$ cat config.mk
export PLATFORM = sky130hd
export DESIGN_NAME = mem_arbiter
export DESIGN_NICKNAME = d
export VERILOG_FILES = /design/src/rtl/cpu_types_pkg.sv /design/src/rtl/mem_arbiter.sv
export SDC_FILE = /design/constraint.sdc
export NUM_CORES = 1
export LEC_CHECK = 0
export CAP_MARGIN = 20
export CORE_AREA = 2 2 105 107
export DETAILED_ROUTE_END_ITERATION = 8
export DIE_AREA = 0 0 107 109
export DONT_BUFFER_PORTS = 1
export RECOVER_POWER = 100
export SLEW_MARGIN = 25
export SYNTH_ARGS = -nofsm -noshare
export SYNTH_HDL_FRONTEND = slang
export SYNTH_SLANG_ARGS = --single-unit
$ cat constraint.sdc
create_clock -name CLK -period 1.5 [get_ports CLK]
set_input_delay 0.3 -clock CLK [delete_from_list [all_inputs] [get_ports CLK]]
set_output_delay 0.3 -clock CLK [all_outputs]
set_load 0.02 [all_outputs]
$ cat src/rtl/cpu_types_pkg.sv
// Shared processor types: the 32-bit bus word and the memory arbiter state encoding.
package cpu_types_pkg;

  typedef logic [31:0] word_t;

  typedef enum logic [1:0] {
    IDLE = 2'd0,
    IACC = 2'd1,
    DACC = 2'd2
  } arb_state_t;

endpackage

$ cat src/rtl/mem_arbiter.sv
// Single-port RAM arbiter between instruction fetch and data load/store; data has priority,
// with a starvation guard that forces a fetch after STARVE_MAX consecutive data wins.
module mem_arbiter
  import cpu_types_pkg::*;
#(
  parameter int STARVE_MAX = 4,
  parameter int TIMEOUT    = 64
) (
  input  logic  CLK,
  input  logic  nRST,
  input  logic  iREN,
  input  word_t iaddr,
  output logic  iwait,
  output word_t iload,
  input  logic  dREN,
  input  logic  dWEN,
  input  word_t daddr,
  input  word_t dstore,
  output logic  dwait,
  output word_t dload,
  output logic  ramREN,
  output logic  ramWEN,
  output word_t ramaddr,
  output word_t ramstore,
  input  word_t ramload,
  input  logic  ramack,
  output logic  timeout_err
);

  arb_state_t r_state;
  arb_state_t w_next;
  logic [3:0] r_scount;
  logic [7:0] r_count;
  word_t      r_addr;
  word_t      r_store;
  logic       r_wen;
  logic       r_timeoutErr;

  logic w_dreq;
  logic w_starved;
  logic w_grantI;
  logic w_grantD;
  logic w_timeout;

  assign w_dreq    = dREN | dWEN;
  assign w_starved = iREN && (r_scount == 4'(STARVE_MAX));

  always_comb begin
    w_next    = r_state;
    w_grantI  = 1'b0;
    w_grantD  = 1'b0;
    w_timeout = 1'b0;
    case (r_state)
      IDLE: begin
        if (w_dreq && !w_starved) begin
          w_next   = DACC;
          w_grantD = 1'b1;
        end else if (iREN) begin
          w_next   = IACC;
          w_grantI = 1'b1;
        end
      end
      IACC, DACC: begin
        // An ack on the final allowed cycle still counts as a normal completion.
        if (ramack) begin
          w_next = IDLE;
        end else if (r_count == 8'(TIMEOUT - 1)) begin
          w_next    = IDLE;
          w_timeout = 1'b1;
        end
      end
      default: w_next = IDLE;
    endcase
  end

  always_ff @(posedge CLK) begin
    if (!nRST) begin
      r_state      <= IDLE;
      r_scount     <= '0;
      r_count      <= '0;
      r_addr       <= '0;
      r_store      <= '0;
      r_wen        <= 1'b0;
      r_timeoutErr <= 1'b0;
    end else begin
      r_state <= w_next;
      if (w_grantD) begin
        r_addr  <= daddr;
        r_store <= dstore;
        r_wen   <= dWEN;
        r_count <= '0;
      end else if (w_grantI) begin
        r_addr  <= iaddr;
        r_wen   <= 1'b0;
        r_count <= '0;
      end else if (r_state != IDLE) begin
        r_count <= r_count + 8'd1;
      end
      // Starvation count only moves while arbitrating in IDLE.
      if (r_state == IDLE) begin
        if (!iREN || w_grantI) begin
          r_scount <= '0;
        end else if (w_grantD && (r_scount != 4'(STARVE_MAX))) begin
          r_scount <= r_scount + 4'd1;
        end
      end
      if (w_timeout) begin
        r_timeoutErr <= 1'b1;
      end
    end
  end

  assign ramREN      = (r_state == IACC) || ((r_state == DACC) && !r_wen);
  assign ramWEN      = (r_state == DACC) && r_wen;
  assign ramaddr     = r_addr;
  assign ramstore    = r_store;
  assign iload       = ramload;
  assign dload       = ramload;
  assign iwait       = !((r_state == IACC) && ramack);
  assign dwait       = !((r_state == DACC) && ramack);
  assign timeout_err = r_timeoutErr;

endmodule

==> results.cfg <==
[run_status]
failed_checks = setup timing
outcome = complete, but fails checks

[clock_network]
clkLatencyLatePin_ps = 350
cts_sinks = 80
htreeDepth = 3
cts.root.buffer_cell = clkbuf_8
hold_buffers = 0
clock_path_buffers = 2
clkTransAtPathRegs_ps = 80
cts_tree = built
cts_buffers = 9

[worst_setup_path]
crit_path_end_kind = flip-flop
cp_max_fo = 9
worstPathArrival_ps = 1780
reg2reg_depth = 8
r2r_slack_ps = -50
setup.worst_path.start = r_state[0]$_SDFFE_PN0P_
r2r-start = r_state[0]$_SDFFE_PN0P_
cp.required_ps = 1730
reg2reg_to = r_wen$_SDFFE_PN0P_
crit_path_start_kind = flip-flop
critPathKind = flip-flop to flip-flop

[route]
vias = 2642
viasPerCell = 4.92
first_pass_iters = 4
detail_route.wl_per_cell_um = 15.6
route.final.wire_length_um = 8380
detail_route.iter0.violations = 88
ant_nets = 0
drc = 0

[hold_path]
hold_class = input pin to flip-flop
whs_path_depth = 2
min_to = r_state[1]$_SDFFE_PN0P_
min_from = nRST

[global_route]
grt_first_pass_wirelength_um = 11800
grt_max_degree = 39
grt_pass1_vias = 2518
globalRouteTotalUtil = 0.131
overflow = 0
antenna_found_initial = 0

[die]
die_h_um = 109
start_util = 0.356
ioPinCount = 267
die_x_um = 107
rows = 38
core-area_sq_mm = 0.0106
die-area_sq_mm = 0.0117

[sta]
fin_crit_sh = 1.03
finalSetupTns_ps = -194
finalClockSkew_ps = 12.2
slew_headroom = 0.724
finalHoldViolCount = 0
finalSetupViolCount = 13
fin_crit_ps = 1550
worst_pin_slew_ps = 414
timing.final.max_slew_violations = 0
layout_setup_ws_ps = -52.1
grt_setup_unrepaired = true
clock.fmax_ghz = 0.644

[layout]
antenna_cells = 0
final_common_cell = nand2_1
most-common-layout-cells = nand2_1 (103), dfxtp_1 (76), a21oi_1 (36), o21ai_1 (32), mux2i_1 (29)
finalNetCount = 532
drive_above_1_share = 0.166
fillers = 1089
areaGrowthSynthToFinish_pct = 2.36

[synth]
synth-main-ff-cell = dfxtp_1
async_flop_share = 0
synth.yosys.seq_area_share = 0.425
syn_area_sq_mm = 0.00377
syn_area_per_cell_sq_um = 8.49
yosysUniqueCellTypes = 35
synth_nets = 584
ys_ff_latch = 80
synth_warnings = 0
syn-instance-count = 444
synth_edf_count = 0

[placed_design]
dp_hpwl_um = 5800
port-buffer-count = 0
dpl_worst_slack_ps = -53.8
globalplace.congestion = 0.763

[power_and_ir_drop]
ir_drop_mv = 0.493
pwr_density_cell_mw_per_mm2 = 1400
p_leak_nw = 1.53

[job]
max-cap-violations = 0
[cells in the mapped netlist, types with 6 or more instances]
master,n,area (sq um)
nand3_1,9,45.0
inv_1,6,22.5
o21ai_1,11,55.1
nand2_1,105,394
a21oi_1,36,180
clkbuf_1,9,33.8
dfxtp_1,80,1600
nor2_1,14,52.6
ha_1,6,75.1
buf_4,68,510
o21ai_0,23,115
mux2i_1,35,350
[worst max-delay path, stage by stage (launching register included)]
cell and delay, ps:
dfxtp_2 340, inv_2 50, ha_4 160, o21a_1 110, and2_4 210, buf_4 170
clkbuf_16 170, a22oi_2 170, nor2_1 50
[where the power goes]
group,internal (mW),switching (mW)
clock network,0.634,0.777
registers,2.38,0.452
logic,0.558,0.590
[state kept, by name (all words and copies together) (netlist names)]
name and cells:
r_scount 4, r_count 8, ramstore 32, ramaddr 32, r_state 2, r_wen 1, timeout_err 1
[cells by family after synthesis]
| group | Yosys count | share of synthesized area |
|---|---|---|
| buffers and inverters | 93 | 0.174 |
| and+or+nand+nor | 147 | 0.168 |
| AOI/OAI and AO/OA | 76 | 0.105 |
| xor gates and xnor gates | 7 | 0.0163 |
| DFF | 80 | 0.425 |
| adders and majority gates | 6 | 0.0199 |
| muxes | 35 | 0.0929 |
[per-layer routing]
metal	part of all wire	GRT usage
met1	0.37	0.132
met2	0.51	0.229
met3	0.094	0.0538
met4	0.023	0.0733
met5	0	0
[worst max path at each step]
stage          cells after the start                      end
4_1_cts                            3                   ramREN
5_1_grt                            8       r_wen$_SDFFE_PN0P_
6_report                           8       r_wen$_SDFFE_PN0P_
2_1_floorplan                      9       r_wen$_SDFFE_PN0P_
3_5_place_dp                       7  ramaddr[7]$_SDFFE_PN0P_
3_3_place_gp                       7  ramaddr[8]$_SDFFE_PN0P_
[area by class of cell]
class	count	area, sq um	area share
Inverter	6	22.5	0.00584
Clock inverter	6	35.0	0.00908
Tap cell	140	175	0.0454
Timing Repair Buffer	24	297	0.0768
Multi-Input combinational cell	271	1590	0.411
Sequential cell	80	1610	0.416
Clock buffer	10	138	0.0357
[through the flow]
stage | util | instances | power (mW) | hold slack, ps | instance area (sq um)
after global routing | 0.364 | 537 | 5.70 | 53.0 | 3860
after global placement | 0.333 | 513 | 3.80 | 436 | 3530
after detailed placement | 0.333 | 513 | 3.85 | 443 | 3530
final | 0.364 | 537 | 5.39 | 75.1 | 3860
after floorplan | - | 444 | 3.85 | 431 | 3810
after CTS | 0.353 | 530 | 5.33 | 54.0 | 3750
[repair_timing]
| item | 4_1_cts | 5_1_grt |
|---|---|---|
| pin swaps | 1 | 1 |
| buffers inserted | 0 | 5 |
| endpoints found under the setup margin | 33 | 68 |
| gates cloned | 1 | 2 |
| gates resized for setup | 15 | 23 |
Power figures use the tool's default switching activity.
